File: src/rtl/syn_fifo_gen2.sv
// Single-clock synchronous FIFO with level, threshold flags, error pulses and flush.
// Define SYN_FIFO_GEN2_FWFT_EN for first-word-fall-through output behaviour.
module syn_fifo_gen2 #(
  parameter int unsigned DATA_WIDTH = 8,
  parameter int unsigned ADDR_WIDTH = 4,
  parameter int unsigned AF_LEVEL   = (2 ** ADDR_WIDTH) - 2,
  parameter int unsigned AE_LEVEL   = 2
) (
  input  logic                  clk,
  input  logic                  rst_n,
  input  logic                  clr,
  input  logic                  wr_en,
  input  logic [DATA_WIDTH-1:0] data_in,
  input  logic                  rd_en,
  output logic [DATA_WIDTH-1:0] data_out,
  output logic                  data_valid,
  output logic                  full,
  output logic                  empty,
  output logic                  almost_full,
  output logic                  almost_empty,
  output logic [ADDR_WIDTH:0]   level,
  output logic                  overflow,
  output logic                  underflow
);

  localparam int unsigned DEPTH = 2 ** ADDR_WIDTH;
  localparam int unsigned LW    = ADDR_WIDTH + 1;

  if (!((AE_LEVEL > 0) && (AE_LEVEL < AF_LEVEL) && (AF_LEVEL <= DEPTH))) begin : g_param_check
    $fatal(1, "syn_fifo_gen2: require 0 < AE_LEVEL < AF_LEVEL <= DEPTH");
  end

  logic [DATA_WIDTH-1:0] mem [DEPTH];

  logic [ADDR_WIDTH-1:0] wr_ptr_q, wr_ptr_d;
  logic [ADDR_WIDTH-1:0] rd_ptr_q, rd_ptr_d;
  logic [LW-1:0]         level_q, level_d;
  logic [DATA_WIDTH-1:0] data_out_q, data_out_d;
  logic                  data_valid_q, data_valid_d;
  logic                  overflow_q, overflow_d;
  logic                  underflow_q, underflow_d;

  logic rd_acc;
  logic wr_acc;
  logic mem_rd;

  assign full         = (level_q == LW'(DEPTH));
  assign empty        = (level_q == '0);
  assign almost_full  = (level_q >= LW'(AF_LEVEL));
  assign almost_empty = (level_q <= LW'(AE_LEVEL));
  assign level        = level_q;
  assign data_out     = data_out_q;
  assign data_valid   = data_valid_q;
  assign overflow     = overflow_q;
  assign underflow    = underflow_q;

`ifdef SYN_FIFO_GEN2_FWFT_EN
  // level includes the word parked in the output register; the rest sits in mem.
  logic [LW-1:0] mem_cnt;
  assign mem_cnt = level_q - LW'(data_valid_q);
  assign rd_acc  = rd_en && data_valid_q;
  assign mem_rd  = (!data_valid_q || rd_acc) && (mem_cnt != '0);
`else
  assign rd_acc  = rd_en && !empty;
  assign mem_rd  = rd_acc;
`endif

  // A read in the same cycle frees a slot, so a full FIFO still accepts the write.
  assign wr_acc = wr_en && (!full || rd_acc);

  always_comb begin
    wr_ptr_d     = wr_ptr_q;
    rd_ptr_d     = rd_ptr_q;
    level_d      = level_q;
    data_out_d   = data_out_q;
    data_valid_d = 1'b0;
    overflow_d   = 1'b0;
    underflow_d  = 1'b0;
    if (clr) begin
      wr_ptr_d = '0;
      rd_ptr_d = '0;
      level_d  = '0;
    end else begin
      if (wr_acc) begin
        wr_ptr_d = wr_ptr_q + ADDR_WIDTH'(1);
      end
      if (mem_rd) begin
        rd_ptr_d   = rd_ptr_q + ADDR_WIDTH'(1);
        data_out_d = mem[rd_ptr_q];
      end
      case ({wr_acc, rd_acc})
        2'b10:   level_d = level_q + LW'(1);
        2'b01:   level_d = level_q - LW'(1);
        default: level_d = level_q;
      endcase
`ifdef SYN_FIFO_GEN2_FWFT_EN
      data_valid_d = mem_rd || (data_valid_q && !rd_acc);
`else
      data_valid_d = rd_acc;
`endif
      overflow_d  = wr_en && !wr_acc;
      underflow_d = rd_en && !rd_acc;
    end
  end

  always_ff @(posedge clk or negedge rst_n) begin
    if (!rst_n) begin
      wr_ptr_q     <= '0;
      rd_ptr_q     <= '0;
      level_q      <= '0;
      data_out_q   <= '0;
      data_valid_q <= 1'b0;
      overflow_q   <= 1'b0;
      underflow_q  <= 1'b0;
    end else begin
      wr_ptr_q     <= wr_ptr_d;
      rd_ptr_q     <= rd_ptr_d;
      level_q      <= level_d;
      data_out_q   <= data_out_d;
      data_valid_q <= data_valid_d;
      overflow_q   <= overflow_d;
      underflow_q  <= underflow_d;
    end
  end

  // Storage is deliberately left out of reset.
  always_ff @(posedge clk) begin
    if (wr_acc && !clr) begin
      mem[wr_ptr_q] <= data_in;
    end
  end

endmodule
File: config.mk
export PLATFORM = sky130hd
export DESIGN_NAME = syn_fifo_gen2
export DESIGN_NICKNAME = d
export VERILOG_FILES = /design/src/rtl/syn_fifo_gen2.sv
export SDC_FILE = /design/constraint.sdc
export NUM_CORES = 1
export LEC_CHECK = 0
export BUFFER_PORTS_ARGS = -buffer_cell sky130_fd_sc_hd__buf_2
export CAP_MARGIN = 0
export CORE_UTILIZATION = 57
export CTS_BUF_LIST = sky130_fd_sc_hd__clkbuf_8
export DETAILED_ROUTE_END_ITERATION = 8
export GPL_TIMING_DRIVEN = 0
export HOLD_SLACK_MARGIN = 0.06
export PLACE_DENSITY = 0.78
export SLEW_MARGIN = 20
export SYNTH_ARGS = -nofsm -noshare
export SYNTH_HDL_FRONTEND = slang
export SYNTH_SLANG_ARGS = --single-unit
File: constraint.sdc
create_clock -name clk -period 2.1 [get_ports clk]
set_input_delay 0 -clock clk [delete_from_list [all_inputs] [get_ports clk]]
set_output_delay 0 -clock clk [all_outputs]
set_load 0.005 [all_outputs]
## Word level (Yosys, flattened, before mapping)

Memories as Yosys holds them, arrays and structs flattened. A register that Yosys moved wholly into a read port is not among the register bits.
Cells that the tools add are included.

- Equality and inequality tests: 3
- Muxes and demuxes: 11
- Bitwise operators: 1
- $lt $le $gt $ge: 2
- Reductions and logical operators: 17
- $add $sub $neg: 4

Operators with widths:

| kind | count |
|---|---|
| $mux 4 | 4 |
| $pmux 5 s2 | 1 |
| $add 4x1->4 const B | 2 |
| $logic_not 1->1 | 6 |
| $add 5x1->5 const B | 1 |
| $eq 5x5->1 const B | 1 |
| $ge 5x4->1 const B | 1 |
| $le 5x2->1 const B | 1 |
| $logic_and 1x1->1 | 5 |
| $logic_not 5->1 | 1 |
| $mux 1 | 5 |
| $mux 5 | 1 |
| $sub 5x1->5 const B | 1 |
| $reduce_bool 2->1 | 2 |
| $reduce_bool 3->1 | 1 |
| $eq 2x1->1 const B | 1 |
| $eq 2x2->1 const B | 1 |
| $reduce_and 2->1 | 1 |
| $logic_or 1x1->1 | 1 |
| $not 1->1 | 1 |

- Output and inout bits: 20
- Bits in writable memories: 128
- Memories: 1
- Input bits: 13
- Bits in registers: 16
- Logic and storage cells: 45

Memory list:

| memory | words | bits a word | rd ports | clocked after memory_dff | wr ports | RTL line | RTL |
|---|---|---|---|---|---|---|---|
| mem | 16 | 8 | 1 | 1 | 1 | 33 | `logic [DATA_WIDTH-1:0] mem [DEPTH];` |

## Longest topological paths before layout

Gate-level depths: netlist (run 1).

- Depth after elaboration: 8
- Gate-level depth with buffers: 9

## Worst setup path after synthesis (run 1)

Ideal clock, no wire load.

- Path type: reg-to-reg
- From: register level_q[4] (netlist: level[4])
- To: register level_q[4] (netlist: level[4])
- Cell stages (with the launch flop): 10
- Library setup time: 0.082 ns
- Arrival: 2.309 ns
- Path buffers: 1
- Path slack: -0.292 ns
- Cells stage by stage: dfrtp_1 > clkbuf_1 > nor3_1 > a21oi_2 > inv_1 > fa_1 > nand2b_1 > a21oi_1 > mux2_2 > a31oi_1

- Longest elaborated chain between the ends: 8
- Elaborated cells between the ends (all ways): 14

RTL lines:

| element | RTL line | RTL |
|---|---|---|
| from (decl) | 37 | `logic [LW-1:0] level_q, level_d;` |
| from (signal assigned) | 118 | `level_q <= level_d;` |
| $logic_not 5->1 | 48 | `assign empty = (level_q == '0);` |
| $logic_not 1->1 | 64 | `assign rd_acc = rd_en && !empty;` |
| $logic_and 1x1->1 | 64 |  |
| $logic_or 1x1->1 | 69 | `assign wr_acc = wr_en && (!full \|\| rd_acc);` |
| $logic_and 1x1->1 | 69 |  |
| $eq 2x1->1 / $eq 2x2->1 (equally long branches) | 91 | `case ({wr_acc, rd_acc})` |
| $pmux 5 s2 | 91 |  |
| $mux 5 | 79 | `if (clr) begin` |

Several ways; a longest one is shown, not always the timed one.
A chain may end at the register's enable or synchronous reset.

## Final worst setup path (run 1)

- From: register level_q[3] (netlist: level[3])
- To: register level_q[1] (netlist: level[1])

Same word-level chain as after synthesis.

==> run summary, run 1 <==
SYNTH
--------------------------------------------------------------------------------------
Synthesized netlist cell count                                                     347
Cell area after synthesis                                                   6243 sq um
Post-synth EDFFs                                                                   128
Fraction of registers with async set/reset                                      15.79%
Leading post-synthesis cells by cell area                                 sky130_fd_sc_hd__edfxtp_1 (62%), sky130_fd_sc_hd__mux4_2 (12%), sky130_fd_sc_hd__dfrtp_1 (9.6%), sky130_fd_sc_hd__mux2i_1 (3.4%), sky130_fd_sc_hd__nor2_1 (1.7%)
Cell variety after synth                                                            39
Prevailing post-synth register cell                                       sky130_fd_sc_hd__edfxtp_1
Post-synth top area cell                                                  sky130_fd_sc_hd__edfxtp_1
Post-Syn Nets                                                                      369
Count of state elements after synthesis                                            152
Part of the Yosys area used for sequential elements                             71.18%
Post-Synthesis Mean Instance Area                                          17.99 sq um
Synthesis warning total                                                              0
Portion of synthesized cell area occupied by the leading cell type              61.56%

PLACED DESIGN
--------------------------------------------------------------------------------------
Placed wire-length estimate                                               7739 microns
Weighted congestion reported at the end of routability-driven placement         0.8328
Port Buf Inserts                                                                    31
Placement-stage worst setup slack                                           -0.2798 ns

GLOBAL ROUTING
--------------------------------------------------------------------------------------
Global-route wire length before repair                                    18640 microns
Overall fraction of global-route tracks in use                                  23.20%
Total congestion overflow after global routing                                       0
Most Used Layer, Global Route                                                     met2
Met1 track utilization from global routing                                      29.98%
Maximum number of pins on one net before global-route repair                        25
Antenna violations before repair                                                     0
Number of global-route vias before repair                                         3433
Met2 demand-to-capacity share in global routing                                 38.29%
Met3 Track Usage GR                                                             5.775%

POWER AND IR DROP
--------------------------------------------------------------------------------------
Clock group share of total power                                                 31.1%
Share of total power consumed by net switching                                  28.66%
Sw Pwr                                                                         2115 uW
Power density over the cells                                              1000 nW/um^2
Leakage component of the power                                             0.002532 uW
Internal                                                                       5264 uW
Max rail drop VDD                                                            0.6106 mV
Relative contribution of sequential cells to total power                         48.8%
Share of power burned in combinational logic                                     20.1%
Total Power Consumption                                                        7379 uW

CLOCKING
--------------------------------------------------------------------------------------
Clock slew at the register clock pins of the worst setup and hold paths        0.09 ns
Maximum clock path buffer count                                                      2
Depth of the CTS H-tree                                                              4
Sinks on the clock net                                                             152
Number of clock buffers inserted by TritonCTS                                       17
Root buffer cell                                                          sky130_fd_sc_hd__clkbuf_8
Clock latency of the later-clocked register in the worst-skew pair             0.45 ns
Clock tree from TritonCTS                                                          yes

FLOORPLAN
--------------------------------------------------------------------------------------
Vertical die dimension                                                    106.7 microns
Width of the die                                                          106.7 microns
Placeable Area                                                             10460 sq um
Core Rows                                                                           37
I/O Pins                                                                            33
Effective utilization at floorplan                                              59.67%
Full die area                                                              11380 sq um

FINISH
--------------------------------------------------------------------------------------
Most frequent standard cell in the layout excluding fill and tap cells    sky130_fd_sc_hd__edfxtp_1
Highest-count cells in the layout ignoring fill and taps                  sky130_fd_sc_hd__edfxtp_1 (128), sky130_fd_sc_hd__buf_2 (32), sky130_fd_sc_hd__mux4_2 (32)
Fraction of final layout cells sized beyond drive strength 1                    37.27%
Final-stage net count                                                              441
Post-route core utilization                                                     70.50%
Area growth from synthesis to layout                                            18.14%
Antenna diode count                                                                  0

DRT
--------------------------------------------------------------------------------------
Average wire per cell in the routed design                                21.46 microns
Drt drc                                                                              0
Via-per-instance ratio                                                           5.963
Total detailed-routing wirelength                                         12190 microns
Initial DRC count                                                                  270
Detailed Routing Iterations Pass 1                                                   4
Final antenna-violating net count                                                    0
Number of vias in the routed layout                                               3387

WORST SETUP PATH
--------------------------------------------------------------------------------------
Largest fanout on the critical path                                                  6
Worst setup EP type                                                           register
Startpoint-to-endpoint class of the critical path                              reg2reg
Type of element launching the critical path                                   register
Required time of the worst setup path                                          2.42 ns
Data arrival time of the critical path                                         2.39 ns

TIMING
--------------------------------------------------------------------------------------
RSZ-0062 raised after global routing                                               yes
Finish-stage setup viols                                                             0
Hold Violations, Final                                                               0
Max Clock Skew                                                              0.01482 ns
Final worst-path setup slack                                                0.03772 ns
Slew headroom                                                                   59.86%
Crit share post-route                                                           98.20%
Max Clk Rate                                                                0.4849 GHz
Post-route minimum period                                                     2.062 ns
Number of max-slew violations in the final report                                    0
Slew @ Worst Pin                                                             0.6015 ns

MIN PATH
--------------------------------------------------------------------------------------
Type of the most critical hold path                                           in2async

OUTCOME
--------------------------------------------------------------------------------------
Run status                                                                complete, no violations

JOB
--------------------------------------------------------------------------------------
Max-cap violations                                                                   0

worst max-delay path: stages, from the launching register on:
cell and delay, ns:
sky130_fd_sc_hd__dfrtp_2 0.47, sky130_fd_sc_hd__or4_4 0.50, sky130_fd_sc_hd__buf_6 0.14, sky130_fd_sc_hd__o21a_4 0.21, sky130_fd_sc_hd__a211oi_4 0.31, sky130_fd_sc_hd__mux2_4 0.33
Yosys cell counts (2+ instances only):
master                     count
sky130_fd_sc_hd__edfxtp_1    128
sky130_fd_sc_hd__mux4_2       32
sky130_fd_sc_hd__nor2_1       28
sky130_fd_sc_hd__dfrtp_1      24
sky130_fd_sc_hd__mux2i_1      21
sky130_fd_sc_hd__nand2_1      16
sky130_fd_sc_hd__clkbuf_1     12
sky130_fd_sc_hd__ha_1          8
sky130_fd_sc_hd__nand2b_1      8
sky130_fd_sc_hd__o221ai_1      8
sky130_fd_sc_hd__inv_1         7
sky130_fd_sc_hd__nor3_1        7
sky130_fd_sc_hd__a21oi_1       5
sky130_fd_sc_hd__buf_2         5
sky130_fd_sc_hd__xor2_1        5
sky130_fd_sc_hd__mux2_1        3
sky130_fd_sc_hd__o211ai_1      3
sky130_fd_sc_hd__a21o_1        2
sky130_fd_sc_hd__nand3_1       2
sky130_fd_sc_hd__nor2b_1       2
sky130_fd_sc_hd__o21ai_0       2
sky130_fd_sc_hd__or3_1         2
metrics by stage:
stage | cell area (sq um) | std cells | hold WS (ns) | TNS [ns]
final | 7376 | 568 | 0.09982 | 0
after CTS | 7297 | 565 | 0.09173 | 0
after global routing | 7376 | 568 | 0.1458 | -0.1031
after floorplan | 6299 | 347 | -0.2956 | 0
after detailed placement | 6644 | 514 | 0.04071 | -15.76
after global placement | 6624 | 514 | 0.02592 | -22.83
layer usage:
metal / vias to the layer above / share of wire (%) / wire [microns]
li1: 1510 / - / -
met1: 1735 / 39 / 4738
met2: 130 / 52 / 6363
met3: 12 / 7.7 / 939
met4: 0 / 1.2 / 148
met5: - / 0 / 0
area by class of cell:
class                      count  area [sq um]
fill                         676          3087
sequential                   152          4452
inverter                       7         26.28
tap                          136         170.2
buffer                        14         85.08
clock inverter                15         176.4
multi-input combinational    170          1852
clock buffer                  17         234.0
timing repair buffer          57         380.4
what timing repair did:
item,in CTS,in global routing
setup endpoints to repair,139,121
gates resized for setup,27,15
pin swaps,4,7
hold buffers,12,0
endpoints found under the hold margin,161,0
setup buffers,8,6
registers in the layout, indices dropped and copies added, names as in the netlist:
register,count
rd_ptr_q,4
wr_ptr_q,4
overflow,1
data_out,8
data_valid,1
level,5
mem,128
underflow,1
cell families (layout without fill, tap and decap cells):
kind of cell | Yosys count | count (layout) | synth area share (%)
buffers and inverters | 25 | 110 | 1.663
xor gates and xnor gates | 6 | 6 | 0.8417
AOI/OAI and AO/OA | 27 | 27 | 3.527
and+or+nand+nor | 71 | 71 | 5.231
DFF | 152 | 152 | 71.18
adders and majority gates | 9 | 9 | 1.924
muxes | 57 | 57 | 15.63
power groups by stage:
| stage | Sequential, uW | Clock [uW] | Combinational (uW) |
|---|---|---|---|
| floorplan | 3640 | 0 | 809 |
| global placement | 3650 | 0 | 1170 |
| detailed placement | 3660 | 0 | 1220 |
| CTS | 3590 | 2310 | 1340 |
| global route | 3620 | 2440 | 1620 |
| finish | 3600 | 2290 | 1490 |
final timing paths:
| check | startpoint | depth (start not counted) | endpoint | slack (ns) |
|---|---|---|---|---|
| setup / recovery | level[3] | 5 | level[1] | 0.04 |
| hold / removal | rst_n | 2 | wr_ptr_q[2] | 0.1 |
| setup reg to reg | level[3] | 5 | level[1] | 0.04 |
| hold reg to reg | data_out[6] | 2 | data_out[6] | 0.50 |
| max in group asynchronous | rst_n | 2 | level[4] | 1.56 |
| min in group clk | wr_en | 4 | level[4] | 0.46 |
(Power assumes the default switching activity.)
==> run 2, diff against run 1 <==
- CELL_PAD_IN_SITES_DETAIL_PLACEMENT: unset -> 1
- CELL_PAD_IN_SITES_GLOBAL_PLACEMENT: unset -> 1
- CORE_UTILIZATION: 57 -> 49
- GPL_ROUTABILITY_DRIVEN: unset -> 0
- PLACE_DENSITY: 0.78 -> 0.77
- SLEW_MARGIN: 20 -> unset
==> run 2 against run 1 <==
Against the previous run: largest cell class unchanged; utilization down 9.5 points; final cell count up 7.0%; die area up 16%; the run now ends with negative setup slack left; sequential power about the same.
==> run summary, run 2 (synthesis gave the netlist of run 1 again) <==
OUTCOME
--------------------------------------------------------------------------------------
Violated checks                                                           negative setup slack
Run status                                                                finished with violations

FINISH
--------------------------------------------------------------------------------------
Largest register FFs                                                               128
Final-stage net count                                                              450
Highest-count cells in the layout ignoring fill and taps                  sky130_fd_sc_hd__edfxtp_1 (128), sky130_fd_sc_hd__buf_2 (32), sky130_fd_sc_hd__mux4_2 (32)
Final non-filler cell area                                                  7453 sq um
Area growth from synthesis to layout                                            19.38%
Fillcell total                                                                    1134
Most frequent standard cell in the layout excluding fill and tap cells    sky130_fd_sc_hd__edfxtp_1
Antenna diode count                                                                  0
Reg with most FFs                                                                  mem
Fraction of final layout cells sized beyond drive strength 1                    37.27%

FLOORPLAN
--------------------------------------------------------------------------------------
Full die area                                                              13200 sq um
Core Rows                                                                           40
Placeable Area                                                             12210 sq um
I/O Pins                                                                            33
Width of the die                                                          114.9 microns
Vertical die dimension                                                    114.9 microns
Effective utilization at floorplan                                              51.13%

CLOCKING
--------------------------------------------------------------------------------------
Clock latency of the later-clocked register in the worst-skew pair             0.45 ns
Clock tree from TritonCTS                                                          yes
Root buffer cell                                                          sky130_fd_sc_hd__clkbuf_8
Clock slew at the register clock pins of the worst setup and hold paths        0.08 ns
Depth of the CTS H-tree                                                              4
Number of clock buffers inserted by TritonCTS                                       17
Sinks on the clock net                                                             152
Maximum clock path buffer count                                                      2

GLOBAL ROUTING
--------------------------------------------------------------------------------------
Antenna violations before repair                                                     0
Maximum number of pins on one net before global-route repair                        25
Total congestion overflow after global routing                                       0
Global-route wire length before repair                                    21330 microns
Number of global-route vias before repair                                         3718
Overall fraction of global-route tracks in use                                  23.42%

WORST SETUP PATH
--------------------------------------------------------------------------------------
Worst setup EP type                                                           register
Startpoint-to-endpoint class of the critical path                              reg2reg
Type of element launching the critical path                                   register
Data arrival time of the critical path                                         2.34 ns
Critical-path cell list                                                   clkbuf_1, nand2_1, nor2_1
Maximum single-stage delay on the critical path                                0.80 ns
Cell with the largest stage delay on the worst path                       sky130_fd_sc_hd__nor2_1
Largest fanout on the critical path                                                  9
Buffers and inverters on the worst path                                              1
Cell type group with the largest total delay on the critical path         simple AND/OR/NAND/NOR gates
Required time of the worst setup path                                          2.17 ns

DRT
--------------------------------------------------------------------------------------
Detailed Routing Iterations Pass 1                                                   4
Via-per-instance ratio                                                           5.610
Average wire per cell in the routed design                                23.67 microns
Drt drc                                                                              0
Initial DRC count                                                                  218
Final antenna-violating net count                                                    0
Total detailed-routing wirelength                                         14390 microns
Number of vias in the routed layout                                               3411

PLACED DESIGN
--------------------------------------------------------------------------------------
Placement-stage worst setup slack                                           -0.6306 ns
Placed wire-length estimate                                               8990 microns
Port Buf Inserts                                                                    31
Post-DP Area                                                                6674 sq um

TIMING
--------------------------------------------------------------------------------------
Finish-stage setup viols                                                            34
Slew @ Worst Pin                                                             0.9706 ns
Max Clock Skew                                                              0.01091 ns
Total negative slack for setup checks                                        -3.274 ns
Final worst-path setup slack                                                -0.1704 ns
Hold Violations, Final                                                               0
Crit share post-route                                                           108.1%
Slew headroom                                                                   34.94%
Worst Hold Margin                                                           0.08603 ns
Max Clk Rate                                                                0.4405 GHz
Number of max-slew violations in the final report                                    0
RSZ-0062 raised after global routing                                               yes
Post-route minimum period                                                     2.270 ns

POWER AND IR DROP
--------------------------------------------------------------------------------------
Total Power Consumption                                                        7438 uW
Max rail drop VDD                                                            0.5330 mV
Power density over the cells                                              997.9 nW/um^2
Leakage component of the power                                             0.002575 uW

MIN PATH
--------------------------------------------------------------------------------------
Type of the most critical hold path                                           in2async

JOB
--------------------------------------------------------------------------------------
Max-cap violations                                                                   0

-- run 2: worst register-to-register path, cell delays in order, from the launching register on --
cell and delay (ns):
sky130_fd_sc_hd__dfrtp_1 0.33, sky130_fd_sc_hd__clkbuf_1 0.45, sky130_fd_sc_hd__nand2_1 0.31, sky130_fd_sc_hd__nor2_1 0.81
-- run 2: worst paths after layout --
path | slack, ns | depth (start not counted) | startpoint | endpoint
hold / removal | 0.09 | 2 | rst_n | wr_ptr_q[0]
hold reg to reg | 0.50 | 2 | data_out[2] | data_out[2]
max in group asynchronous | 1.58 | 2 | rst_n | rd_ptr_q[2]
setup reg to reg | -0.17 | 3 | wr_ptr_q[2] | mem[12][3]
min in group clk | 0.12 | 3 | clr | level[2]
setup / recovery | -0.17 | 3 | wr_ptr_q[2] | mem[12][3]
-- run 2: cell type report --
cell class                 instances  area (sq um)  area share (%)
buffer                            14         86.33           1.158
clock inverter                    14         135.1           1.813
sequential                       152          4451           59.71
multi-input combinational        170          1852           24.84
inverter                           7         26.28          0.3525
timing repair buffer              66         459.2           6.161
clock buffer                      17         234.0           3.139
tap                              168         210.2           2.820
-- run 2: through the flow --
stage / util (%) / std cells
6_report: 61.03 / 608
5_1_grt: 61.03 / 608
4_1_cts: 60.31 / 602
3_5_place_dp: 54.65 / 547
3_3_place_gp: 54.57 / 546
2_1_floorplan: - / 347
-- run 2: where the power goes --
group	internal [uW]	switching [uW]
Combinational	829	914
Sequential	3440	145
Clock	1040	1070
Total	5300	2130
-- run 2: routing by layer --
layer,share of wire [%],GRT usage (%),up-vias
met3,2.6,5.746,19
met2,54,41.41,61
met5,0,0,-
met1,42,28.43,1813
met4,1.5,7.359,0
li1,-,-,1518
-- run 2: timing repair --
item                                    CTS  global route
endpoints found under the hold margin   161             0
buffers inserted                         14             8
endpoints found under the setup margin  137            79
pin swaps                                 5            10
resized for setup                        32            15
hold buffers                             12             0
==> run 3, diff against run 2 <==
- PLACE_DENSITY: 0.77 -> unset
- PLACE_DENSITY_LB_ADDON: unset -> 0.15
==> run 3 against run 2 <==
Against the previous run: the flow still finishes with violations (negative setup slack); largest power group unchanged; utilization is 0.74 points higher; clock skew grew 0.0066 ns; sequential power about the same; register-to-register slack better by 0.096 ns; first-iteration DRC count down 11%; global-route usage rose by 0.37 points; final cell count grew 0.49%; setup slack improved by 0.096 ns; critical endpoint is now level[4].
==> run summary, run 3 (synthesis gave the netlist of run 1 again) <==
PLACED DESIGN
--------------------------------------------------------------------------------------
Placed wire-length estimate                                               9207 microns
Port Buf Inserts                                                                    31
Placement-stage worst setup slack                                           -0.7116 ns
Post-DP Area                                                                6684 sq um

POWER AND IR DROP
--------------------------------------------------------------------------------------
Share of total power consumed by net switching                                  27.83%
Power density over the cells                                              972.2 nW/um^2
Share of power burned in combinational logic                                     22.9%
Sw Pwr                                                                         2041 uW
Relative contribution of sequential cells to total power                         48.8%
Max rail drop VDD                                                            0.6107 mV
Total Power Consumption                                                        7334 uW
Leakage component of the power                                             0.002609 uW
Clock group share of total power                                                 28.3%
Internal                                                                       5292 uW

DRT
--------------------------------------------------------------------------------------
Final antenna-violating net count                                                    0
Average wire per cell in the routed design                                23.75 microns
Detailed Routing Iterations Pass 1                                                   4
Initial DRC count                                                                  193
Total detailed-routing wirelength                                         14510 microns
Drt drc                                                                              0
Number of vias in the routed layout                                               3437
Via-per-instance ratio                                                           5.625

WORST SETUP PATH
--------------------------------------------------------------------------------------
Required time of the worst setup path                                          2.41 ns
Data arrival time of the critical path                                         2.49 ns
Maximum single-stage delay on the critical path                                0.38 ns
Worst flop-to-flop path startpoint                                            level[3]
Worst setup startpoint                                                        level[3]
Largest fanout on the critical path                                                  5
Cell with the largest stage delay on the worst path                       sky130_fd_sc_hd__dfrtp_2
Startpoint-to-endpoint class of the critical path                              reg2reg
Type of element launching the critical path                                   register
Critical-path cell list                                                   buf_6, nor3_4, a21oi_4, inv_2, fa_2, nand2b_4, a21oi_4, buf_6, mux2i_2, a31oi_2
Worst setup EP type                                                           register

TIMING
--------------------------------------------------------------------------------------
Post-route minimum period                                                     2.174 ns
Number of max-slew violations in the final report                                    0
Slew headroom                                                                   57.54%
Max Clk Rate                                                                0.4599 GHz
Crit share post-route                                                           103.5%
Slew @ Worst Pin                                                             0.6368 ns
Total negative slack for setup checks                                      -0.07434 ns
Finish-stage setup viols                                                             1
Hold Violations, Final                                                               0
Max Clock Skew                                                              0.01752 ns
RSZ-0062 raised after global routing                                               yes
Final worst-path setup slack                                               -0.07434 ns

MIN PATH
--------------------------------------------------------------------------------------
Startpoint of the most critical hold path                                          clr
Type of the most critical hold path                                             in2reg

FLOORPLAN
--------------------------------------------------------------------------------------
I/O Pins                                                                            33
Effective utilization at floorplan                                              51.13%
Width of the die                                                          114.9 microns
Vertical die dimension                                                    114.9 microns
Full die area                                                              13200 sq um
Core Rows                                                                           40
Placeable Area                                                             12210 sq um

FINISH
--------------------------------------------------------------------------------------
Final-stage net count                                                              452
Fraction of final layout cells sized beyond drive strength 1                    39.50%
Fillcell total                                                                    1093
Highest-count cells in the layout ignoring fill and taps                  sky130_fd_sc_hd__edfxtp_1 (128), sky130_fd_sc_hd__buf_2 (32), sky130_fd_sc_hd__mux4_2 (32)
Antenna diode count                                                                  0
Footprint of the flip-flops and latches                                     4451 sq um
Area growth from synthesis to layout                                            20.82%
Multi-input gate area in the final layout                                   1911 sq um
Final non-filler cell area                                                  7543 sq um
Largest register FFs                                                               128
Most frequent standard cell in the layout excluding fill and tap cells    sky130_fd_sc_hd__edfxtp_1
Reg with most FFs                                                                  mem

GLOBAL ROUTING
--------------------------------------------------------------------------------------
Met2 demand-to-capacity share in global routing                                 41.89%
Met1 track utilization from global routing                                      28.55%
Maximum number of pins on one net before global-route repair                        25
Number of global-route vias before repair                                         3817
Total congestion overflow after global routing                                       0
Global-route wire length before repair                                    21570 microns
Met3 Track Usage GR                                                             4.955%
Overall fraction of global-route tracks in use                                  23.80%
Most Used Layer, Global Route                                                     met2
Antenna violations before repair                                                     1

CLOCKING
--------------------------------------------------------------------------------------
Clock slew at the register clock pins of the worst setup and hold paths        0.08 ns
Maximum clock path buffer count                                                      2
Number of clock buffers inserted by TritonCTS                                       17
Root buffer cell                                                          sky130_fd_sc_hd__clkbuf_8
Clock tree from TritonCTS                                                          yes
Depth of the CTS H-tree                                                              4
Clock latency of the later-clocked register in the worst-skew pair             0.45 ns
Sinks on the clock net                                                             152

OUTCOME
--------------------------------------------------------------------------------------
Run status                                                                finished with violations
Violated checks                                                           negative setup slack

JOB
--------------------------------------------------------------------------------------
Max-cap violations                                                                   0

-- run 3: worst max-delay path, delay by kind of cell (launching register included) --
| kind | cells | cell delay (ns) |
|---|---|---|
| AOI/OAI and AO/OA | 3 | 0.56 |
| adders and majority gates | 1 | 0.34 |
| buffers and inverters | 3 | 0.31 |
| DFF | 1 | 0.38 |
| muxes | 1 | 0.24 |
| and+or+nand+nor | 2 | 0.21 |
-- run 3: power groups by stage --
stage	Combinational, uW	Sequential (uW)	Clock [uW]
floorplan	809	3640	0
CTS	1570	3570	2130
global placement	1190	3670	0
detailed placement	1260	3670	0
global route	1820	3590	2220
finish	1680	3580	2080
-- run 3: cell type report --
cell class / instances / share of cell area, %
clock inverters: 14 / 1.592
plain buffers: 14 / 1.211
repair buffers: 68 / 6.452
inverters: 7 / 0.3483
clock buffers: 18 / 3.284
well taps: 168 / 2.787
multi-input cells: 170 / 25.33
flip-flops and latches: 152 / 59.00
-- run 3: repair_timing --
action,CTS,global route
gates resized for setup,44,16
endpoints found under the setup margin,139,81
endpoints found under the hold margin,159,0
hold buffers,12,0
pin swaps,5,9
cloned,0,0
buffers inserted,15,8
-- run 3: worst paths after layout --
path                            slack (ns)          end  cells past startpoint
worst max-delay path                 -0.07     level[4]                     10
worst min-delay path                  0.10     level[0]                      3
worst max register to register       -0.07     level[4]                     10
worst min register to register        0.49  data_out[2]                      2
max in group asynchronous             1.54  rd_ptr_q[2]                      2
min in group asynchronous             0.11     level[4]                      2
-- run 3: through the flow --
stage / instances / hold WS (ns) / utilization, %
after floorplan: 347 / -0.2956 / -
after global placement: 546 / 0.03522 / 54.57
after detailed placement: 548 / 0.05016 / 54.73
after CTS: 605 / 0.08373 / 60.81
after global routing: 611 / 0.1242 / 61.77
final: 611 / 0.1020 / 61.77
-- run 3: routing by layer --
metal | wire (microns) | up-vias
li1 | - | 1521
met1 | 5948 | 1800
met3 | 559 | 25
met5 | 0 | -
met2 | 7694 | 91
met4 | 307 | 0
